<file path="src/rtl/ball_engine.sv">
// Breakout ball engine: serves the ball from the paddle, advances it once per frame
// and resolves wall, brick, paddle and bottom-edge events through a CALC/CHECK pair.
module ball_engine #(
    parameter int SCREEN_W  = 640,
    parameter int SCREEN_H  = 480,
    parameter int BALL_SIZE = 8,
    parameter int SPEED     = 2,
    parameter int PADDLE_W  = 64,
    parameter int PADDLE_Y  = 296,
    parameter int BRICK_Y   = 40,
    parameter int BRICK_H   = 16,
    parameter int BRICK_W   = 64
) (
    input  logic       clk,
    input  logic       rst,
    input  logic       frame_tick,
    input  logic       launch,
    input  logic       pause,
    input  logic [9:0] paddle_x,
    input  logic [9:0] brick_alive,
    output logic [9:0] ball_x,
    output logic [9:0] ball_y,
    output logic       serving,
    output logic       hit,
    output logic [3:0] brick_idx,
    output logic       lost
);
    typedef enum logic [1:0] {SERVE, MOVE, CALC, CHECK} state_t;

    localparam int BRICK_SHIFT = $clog2(BRICK_W);
    localparam logic signed [10:0] SPD       = 11'(SPEED);
    localparam logic signed [10:0] X_MAX     = 11'(SCREEN_W - BALL_SIZE);
    localparam logic signed [10:0] BS_S      = 11'(BALL_SIZE);
    localparam logic signed [10:0] HALF_S    = 11'(BALL_SIZE / 2);
    localparam logic signed [10:0] H_S       = 11'(SCREEN_H);
    localparam logic signed [10:0] PY_S      = 11'(PADDLE_Y);
    localparam logic signed [10:0] PW_S      = 11'(PADDLE_W);
    localparam logic signed [10:0] BRICK_TOP = 11'(BRICK_Y);
    localparam logic signed [10:0] BRICK_BOT = 11'(BRICK_Y + BRICK_H);
    localparam logic [10:0]        N_BRICKS  = 11'(SCREEN_W / BRICK_W);
    localparam logic [9:0]         RESET_X   = 10'((SCREEN_W - BALL_SIZE) / 2);
    localparam logic [9:0]         SERVE_Y   = 10'(PADDLE_Y - BALL_SIZE);
    localparam logic [9:0]         SERVE_OFS = 10'(PADDLE_W / 2 - BALL_SIZE / 2);

    state_t             state_q, state_d;
    logic [9:0]         x_q, x_d, y_q, y_d;
    logic signed [10:0] nx_q, nx_d, ny_q, ny_d;
    logic               dx_neg_q, dx_neg_d, dy_neg_q, dy_neg_d;
    logic               launch_prev_q, launch_prev_d;
    logic               serving_q, serving_d;
    logic               hit_q, hit_d, lost_q, lost_d;
    logic [3:0]         idx_q, idx_d;

    logic signed [10:0] xs, ys, dx_s, dy_s, cx, px_s;
    logic [10:0]        col;
    logic [15:0]        alive_pad;
    logic [9:0]         serve_x;
    logic               brick_live, paddle_catch;

    assign xs        = $signed({1'b0, x_q});
    assign ys        = $signed({1'b0, y_q});
    assign px_s      = $signed({1'b0, paddle_x});
    assign dx_s      = dx_neg_q ? -SPD : SPD;
    assign dy_s      = dy_neg_q ? -SPD : SPD;
    assign serve_x   = paddle_x + SERVE_OFS;
    // Brick column from the ball centre; columns past the last brick never count as alive.
    assign cx        = nx_q + HALF_S;
    assign col       = $unsigned(cx) >> BRICK_SHIFT;
    assign alive_pad = {6'b0, brick_alive};
    assign brick_live = (col < N_BRICKS) && alive_pad[col[3:0]];
    // Difference form keeps the paddle range check clear of 11-bit overflow.
    assign paddle_catch = !dy_neg_q && (ys + BS_S <= PY_S) && (ny_q + BS_S >= PY_S)
                          && (cx >= px_s) && (cx - px_s < PW_S);

    always_comb begin
        state_d       = state_q;
        x_d           = x_q;
        y_d           = y_q;
        nx_d          = nx_q;
        ny_d          = ny_q;
        dx_neg_d      = dx_neg_q;
        dy_neg_d      = dy_neg_q;
        serving_d     = serving_q;
        hit_d         = 1'b0;
        lost_d        = 1'b0;
        idx_d         = idx_q;
        launch_prev_d = launch;
        case (state_q)
            SERVE: begin
                x_d = serve_x;
                y_d = SERVE_Y;
                if (launch && !launch_prev_q && !pause) begin
                    state_d   = MOVE;
                    dx_neg_d  = 1'b0;
                    dy_neg_d  = 1'b1;
                    serving_d = 1'b0;
                end
            end
            MOVE: begin
                if (frame_tick && !pause) state_d = CALC;
            end
            CALC: begin
                nx_d = xs + dx_s;
                ny_d = ys + dy_s;
                if (dx_neg_q && xs < SPD) begin
                    nx_d     = '0;
                    dx_neg_d = 1'b0;
                end else if (!dx_neg_q && xs + SPD > X_MAX) begin
                    nx_d     = X_MAX;
                    dx_neg_d = 1'b1;
                end
                if (dy_neg_q && ys < SPD) begin
                    ny_d     = '0;
                    dy_neg_d = 1'b0;
                end
                state_d = CHECK;
            end
            CHECK: begin
                state_d = MOVE;
                x_d     = nx_q[9:0];
                y_d     = ny_q[9:0];
                if (ny_q + BS_S >= H_S) begin
                    lost_d    = 1'b1;
                    state_d   = SERVE;
                    serving_d = 1'b1;
                    x_d       = serve_x;
                    y_d       = SERVE_Y;
                    dx_neg_d  = 1'b0;
                    dy_neg_d  = 1'b1;
                end else if (ny_q < BRICK_BOT && ny_q + BS_S > BRICK_TOP && brick_live) begin
                    hit_d    = 1'b1;
                    idx_d    = col[3:0];
                    dy_neg_d = !dy_neg_q;
                end else if (paddle_catch) begin
                    y_d      = SERVE_Y;
                    dy_neg_d = 1'b1;
                end
            end
            default: state_d = SERVE;
        endcase
    end

    always_ff @(posedge clk or negedge rst) begin
        if (!rst) begin
            state_q       <= SERVE;
            x_q           <= RESET_X;
            y_q           <= SERVE_Y;
            nx_q          <= '0;
            ny_q          <= '0;
            dx_neg_q      <= 1'b0;
            dy_neg_q      <= 1'b1;
            launch_prev_q <= 1'b1;
            serving_q     <= 1'b1;
            hit_q         <= 1'b0;
            lost_q        <= 1'b0;
            idx_q         <= '0;
        end else begin
            state_q       <= state_d;
            x_q           <= x_d;
            y_q           <= y_d;
            nx_q          <= nx_d;
            ny_q          <= ny_d;
            dx_neg_q      <= dx_neg_d;
            dy_neg_q      <= dy_neg_d;
            launch_prev_q <= launch_prev_d;
            serving_q     <= serving_d;
            hit_q         <= hit_d;
            lost_q        <= lost_d;
            idx_q         <= idx_d;
        end
    end

    assign ball_x    = x_q;
    assign ball_y    = y_q;
    assign serving   = serving_q;
    assign hit       = hit_q;
    assign lost      = lost_q;
    assign brick_idx = idx_q;
endmodule

</file>
<file path="config.mk">
export PLATFORM = sky130hd
export DESIGN_NAME = ball_engine
export DESIGN_NICKNAME = d
export VERILOG_FILES = /design/src/rtl/ball_engine.sv
export SDC_FILE = /design/constraint.sdc
export NUM_CORES = 1
export LEC_CHECK = 0
export CAP_MARGIN = 20
export CORE_ASPECT_RATIO = 0.9
export CORE_MARGIN = 10
export CORE_UTILIZATION = 45
export CTS_BUF_LIST = sky130_fd_sc_hd__clkbuf_4
export DETAILED_ROUTE_END_ITERATION = 10
export GPL_ROUTABILITY_DRIVEN = 1
export GPL_TIMING_DRIVEN = 0
export PLACE_DENSITY = 0.74
export SLEW_MARGIN = 40
export SYNTH_ARGS = -nofsm -noshare
export SYNTH_HDL_FRONTEND = slang
export SYNTH_SLANG_ARGS = --single-unit
</file>
<file path="constraint.sdc">
create_clock -name clk -period 4 [get_ports clk]
set_input_delay 0.6 -clock clk [delete_from_list [all_inputs] [get_ports clk]]
set_output_delay 0.6 -clock clk [all_outputs]
set_load 0.05 [all_outputs]
</file>
==> results of run 1 <==
[logic make-up (layout without fill, tap and decap cells)]
family / after synthesis / count (layout)
buffers and inverters: 58 / 118
and+or+nand+nor: 152 / 152
DFF: 54 / 54
xor gates and xnor gates: 25 / 25
AOI/OAI and AO/OA: 147 / 147
adders and majority gates: 39 / 39
muxes: 10 / 10
[how the worst max path moves through the flow]
stage / to / slack (ns)
3_5_place_dp: dy_neg_q / 0.58
5_1_grt: dy_neg_q / 0.43
2_1_floorplan: dy_neg_q / 1.10
4_1_cts: dy_neg_q / 0.60
3_3_place_gp: dy_neg_q / 0.56
6_report: dy_neg_q / 0.58
[layer usage]
metal,wire length (um),part of all wire
met5,0,0
met4,283,0.024
met3,683,0.058
met2,5460,0.47
met1,5260,0.45
[layout make-up]
type	count	area (um2)	area share
clock inverter	2	37.5	0.00751
tap	122	153	0.0305
buffer	15	70.1	0.0140
inverter	43	161	0.0323
multi-input combinational	373	2640	0.528
clock buffer	6	45.0	0.00901
timing repair buffer	52	528	0.106
sequential	54	1360	0.273
[per-stage QoR]
step | power (W) | utilization | instance area [um2] | std cells | hold slack, ns
finish | 0.00442 | 0.545 | 5000 | 667 | 0.0178
global route | 0.00478 | 0.545 | 5000 | 667 | 0.00640
CTS | 0.00440 | 0.545 | 5000 | 667 | 0.0213
detailed placement | 0.00407 | 0.536 | 4910 | 659 | 0.452
global placement | 0.00398 | 0.534 | 4900 | 658 | 0.478
floorplan | 0.00320 | - | 4230 | 485 | 0.304
[placed cells by master (no fill, tap or decap), types with 5 or more instances in the layout]
master,n
o21ai_0,48
nor2_1,20
nor2b_1,5
o22ai_1,6
o2bb2ai_1,7
nand2_1,48
nand3_1,19
nand4_1,8
dfstp_2,10
ha_1,37
xor2_1,6
inv_1,42
o31ai_1,6
clkbuf_4,6
nor3_1,10
dfrtp_1,44
a21oi_1,16
and3_1,5
a31oi_1,7
clkdlybuf4s50_1,50
xnor2_1,17
a21o_1,9
clkbuf_1,8
o21bai_1,6
[flip-flops by register name, indices dropped and copies added, names as in the netlist, 2 cells and up]
name,count
ball_x,10
ball_y,10
brick_idx,4
nx_q,11
ny_q,11
state_q,2
[power by group]
part / internal (W) / switching [W]
Clock: 0.000139 / 0.000176
Combinational: 0.00114 / 0.00183
Sequential: 0.000809 / 0.000322
==> results by group, run 1 <==
Critical path
  • CP startpoint: nx_q[3]
  • Max incr delay on CP: 0.51 ns
  • Reg-to-Reg Start: nx_q[3]
  • Reg2reg end: dy_neg_q
  • Critical-path cell list: ha_1 -> inv_1 -> nor2_2 -> xor2_1 -> ha_1 -> or2_2 -> and3_1 -> or4_1 -> a31oi_1 -> buf_4 -> o221a_1
  • Slowest cell on the critical path: or4_1
  • Most Frequent Cell on Critical Path: ha_1
  • Flop-to-flop setup slack: roughly 0.58 ns
  • CP Max Fanout: 10
  • Worst setup SP type: register
  • Crit end category: register
  • R2R cell count: 11
  • CP Depth: 11
  • Dominant delay contributor by cell family on the critical path: simple AND/OR/NAND/NOR gates
  • Critical Path RT: 4.34 ns
  • Arr. time, crit path: about 3.8 ns
  • Buf/Inv on CP: 2
  • Worst setup path class: reg2reg

Die
  • Core box area: between 9000 and 10000 um2
  • Cell row count: 33
  • Top Ports: 52
  • Die X-Extent: 122 um
  • Die H: approximately 110 um
  • DIE AREA: 13700 um2
  • Initial core utilization: 0.462

Finish
  • Antenna fix cells: 0
  • Layout area overhead: 18.0%
  • Share of cells above drive strength 1: 0.0789
  • Final-layout fill cell count: 865
  • Final net count: 608

Timing
  • Final setup viols: 0
  • Worst Max-Slew Pin Slew: around 0.69 ns
  • Final Hold Viols: 0
  • Final setup TNS: 0 ns
  • Final Max Slew Viols: 0
  • Clock Skews: ~0.013 ns
  • Fmax achieved: 292 MHz
  • Post-route minimum period: 3.42 ns
  • Slew headroom: 0.541
  • RSZ-0062 raised after global routing: no
  • Fin crit share: 0.855
  • Worst Setup Slack, final: 0.581 ns

Yosys
  • Cell count after synthesis: just under 500
  • Synth Register Bits: 54
  • Post-synthesis mux area share: 0.0281
  • Synth top cells by count: 48 x nand2_1, 48 x o21ai_0, 44 x dfrtp_1
  • Area share of xor/xnor cells in the synthesized design: 0.0553
  • Synth warn: 0
  • Post-Syn Area per Cell: 8.73 um2
  • Post-Syn Area: 4230 um2
  • Post-synth ARST share: 1.00
  • Synth area leader: dfrtp_1
  • Area contributors post-synth: dfrtp_1 26%, ha_1 11%, dfstp_2 6.2%
  • Adder-Cell Fraction of Synth Area: 0.119
  • Post-synthesis simple-gate area fraction: 0.187
  • Top cell type's share of synthesized area: 0.260
  • Syn nets: 549
  • Yosys cell types: 80
  • Main synth FF type: dfrtp_1
  • Sequential cell area fraction in the yosys report: 0.322
  • EDFF count, synth: 0
  • Largest family of logic cells by synthesized area: compound AO/OA/AOI/OAI gates
  • Post-synthesis compound-gate area fraction: 0.234

Route
  • Via density: 5.86
  • DRC: 0
  • WL/cell: 17.5 um
  • DRT iter0 DRCs: around 290
  • Antenna Nets Post-Route: 0
  • First-pass DRT Iterations: 4
  • DR vias: 3911
  • Total Routed Length: 11.7 mm

Worst hold path
  • Hold Path Class: in2async

Pwr
  • VDD IR-drop max: 506 uV
  • P per Cell Area: 884 nW/um2
  • Leak: between 2 and 2.5 nW

Clocking
  • H-tree depth: 2
  • Root Driver: clkbuf_4
  • Reg clk slew, reported paths: 0.16 ns
  • CTS tree: yes
  • CTS resizes: 0
  • CTS hold repair buffers: 0
  • Clk_lat worst skew: 0.38 ns
  • Post-CTS Setup Repair Bufs: 0
  • CTS buffer count: 5
  • Clock Tree Buf Depth: 2
  • Clock sinks: 54

Placement
  • DP HPWL: 9.18 mm
  • Input/output buffers: 51
  • Dpl ws: 0.577 ns
  • GPL Wtd Cong: 0.893

Global route
  • M1 GR Usage: 0.219
  • Met3 Usage GRT: 0.0366
  • Met2 usage: 0.272
  • Gr busiest metal: met2
  • Grt ovf: 0
  • Largest net degree at the start of global routing: 45
  • First-pass GRT wire length: 19.2 mm
  • Global-route usage over all layers: 0.169
  • Vias in the first global route: between 3000 and 4000
  • Antenna violations before repair: 0

Run status
  • Status: completed

Flow run
  • Max-Cap Viols: 0
Power figures use the tool's default switching activity.
==> run 2: changes to the inputs <==
Settings changed: MAX_ROUTING_LAYER set to met4.
==> results by group, run 2 (synthesis gave the netlist of run 1 again) <==
Run status
  • Status: completed

Finish
  • Final-layout fill cell count: 881 (+1.8%)
  • Final net count: 608 (unchanged)
  • Most common cell after layout, fill and taps aside: clkdlybuf4s50_1
  • Antenna fix cells: 0 (unchanged)
  • Layout area overhead: 18.0% (unchanged)
  • Post-layout util: 0.545 (unchanged)
  • Largest regs: nx_q (11), ny_q (11)
  • Most frequent cells in the layout: 50 x clkdlybuf4s50_1, 48 x nand2_1, 48 x o21ai_0
  • Share of cells above drive strength 1: 0.0789 (unchanged)

Route
  • Antenna Nets Post-Route: 0 (unchanged)
  • DR vias: 3970 (+1.5%)
  • DRT iter0 DRCs: 272 (-5.9%)
  • First-pass DRT Iterations: 5 (+1)
  • Total Routed Length: 11.8 mm (+0.80%)
  • Via density: 5.95 (+1.5%)
  • WL/cell: 17.7 um (+0.80%)
  • DRC: 0 (unchanged)

Global route
  • Antenna violations before repair: 0 (unchanged)
  • Global-route usage over all layers: 0.178 (+0.00866)
  • First-pass GRT wire length: 19.7 mm (+2.6%)
  • Grt ovf: 0 (unchanged)
  • Largest net degree at the start of global routing: 33 (-27%)
  • Vias in the first global route: 4016 (+4.0%)

Placement
  • Input/output buffers: 51 (unchanged)
  • Dpl ws: 0.492 ns (-0.0852 ns)
  • DP HPWL: 9.34 mm (+1.8%)
  • GPL Wtd Cong: 0.902 (+1.1%)

Critical path
  • Arr. time, crit path: 3.78 ns (+0.02 ns)
  • Max incr delay on CP: 0.50 ns (about the same)
  • Dominant delay contributor by cell family on the critical path: simple AND/OR/NAND/NOR gates
  • Worst setup path class: reg2reg
  • Buf/Inv on CP: 2 (unchanged)
  • R2R cell count: 11 (unchanged)
  • Critical-path cell list: ha_1 -> inv_1 -> nor2_2 -> xor2_1 -> ha_1 -> or2_2 -> and3_1 -> or4_1 -> a31oi_1 -> buf_4 -> o221a_1
  • Critical Path RT: 4.35 ns (about the same)
  • Crit end category: register
  • Most Frequent Cell on Critical Path: ha_1
  • CP Depth: 11 (unchanged)
  • CP Max Fanout: 10 (unchanged)
  • Worst setup SP type: register
  • Slowest cell on the critical path: or4_1

Timing
  • Clock Skews: 0.0236 ns (+0.0104 ns)
  • Fmax achieved: 291 MHz (-0.36%)
  • Final setup TNS: 0 ns (unchanged)
  • Final Max Slew Viols: 0 (unchanged)
  • Worst Max-Slew Pin Slew: 0.694 ns (+0.00641 ns)
  • Slew headroom: 0.537 (-0.00427)
  • Fin crit share: 0.858 (+0.00310)
  • Final setup viols: 0 (unchanged)
  • Post-route minimum period: 3.43 ns (+0.0124 ns)
  • Worst Setup Slack, final: 0.569 ns (-0.0124 ns)
  • RSZ-0062 raised after global routing: no
  • Final Hold Viols: 0 (unchanged)

Clocking
  • CTS resizes: 0 (unchanged)
  • CTS tree: yes
  • CTS hold repair buffers: 0 (unchanged)
  • CTS buffer count: 5 (unchanged)
  • Clock sinks: 54 (unchanged)
  • Clk_lat worst skew: 0.39 ns (about the same)
  • Reg clk slew, reported paths: 0.17 ns (about the same)
  • H-tree depth: 2 (unchanged)
  • Root Driver: clkbuf_4
  • Post-CTS Setup Repair Bufs: 0 (unchanged)
  • Clock Tree Buf Depth: 2 (unchanged)

Flow run
  • Max-Cap Viols: 0 (unchanged)

Die
  • DIE AREA: 13700 um2 (unchanged)
  • Top Ports: 52 (unchanged)
  • Core box area: 9170 um2 (unchanged)
  • Die H: 112 um (unchanged)
  • Cell row count: 33 (unchanged)
  • Initial core utilization: 0.462 (unchanged)
  • Die X-Extent: 122 um (unchanged)

Pwr
  • P per Cell Area: 884 nW/um2 (about the same)
  • VDD IR-drop max: 582 uV (+15%)
  • Leak: 2.22 nW (-0.20%)

Worst hold path
  • Hold Path Class: in2async
run 2: routing by layer:
| layer | vias up | GRT usage | wire, um |
|---|---|---|---|
| met3 | 18 | 0.0296 | 695 |
| li1 | 1895 | - | - |
| met5 | - | - | 0 |
| met4 | 0 | 0.0471 | 233 |
| met2 | 125 | 0.290 | 5570 |
| met1 | 1932 | 0.224 | 5280 |
run 2: through the flow:
step                      area, um2  hold slack (ns)  total power (W)  std cells
final                          5000           0.0736          0.00442        667
after global routing           5000           0.0780          0.00479        667
after CTS                      5000           0.0777          0.00440        667
after detailed placement       4910            0.487          0.00407        659
after global placement         4900            0.476          0.00398        658
after floorplan                4230            0.304          0.00320        485
run 2: final cells by class:
| class | instances | area (um2) | share of cell area |
|---|---|---|---|
| plain buffers | 15 | 70.1 | 0.0140 |
| clock buffers | 5 | 37.5 | 0.00751 |
| clock inverters | 3 | 45.0 | 0.00901 |
| inverters | 43 | 161 | 0.0323 |
| multi-input cells | 373 | 2640 | 0.528 |
| flip-flops and latches | 54 | 1360 | 0.273 |
| well taps | 122 | 153 | 0.0305 |
| repair buffers | 52 | 528 | 0.106 |
run 2: path summary, 6_finish.rpt:
path,start,endpoint,slack (ns)
setup reg to reg,nx_q[3],dy_neg_q,0.57
hold reg to reg,brick_idx[1],brick_idx[1],0.52
min in group clk,brick_idx[1],brick_idx[1],0.52
max in group asynchronous,rst,ball_x[8],3.36
hold / removal,rst,brick_idx[1],0.07
setup / recovery,nx_q[3],dy_neg_q,0.57
run 2: report_power, final:
group | total (W) | internal [W] | switching [W]
Clock | 0.000313 | 0.000131 | 0.000182
Sequential | 0.00113 | 0.000809 | 0.000320
Combinational | 0.00298 | 0.00114 | 0.00184
Total | 0.00442 | 0.00208 | 0.00234
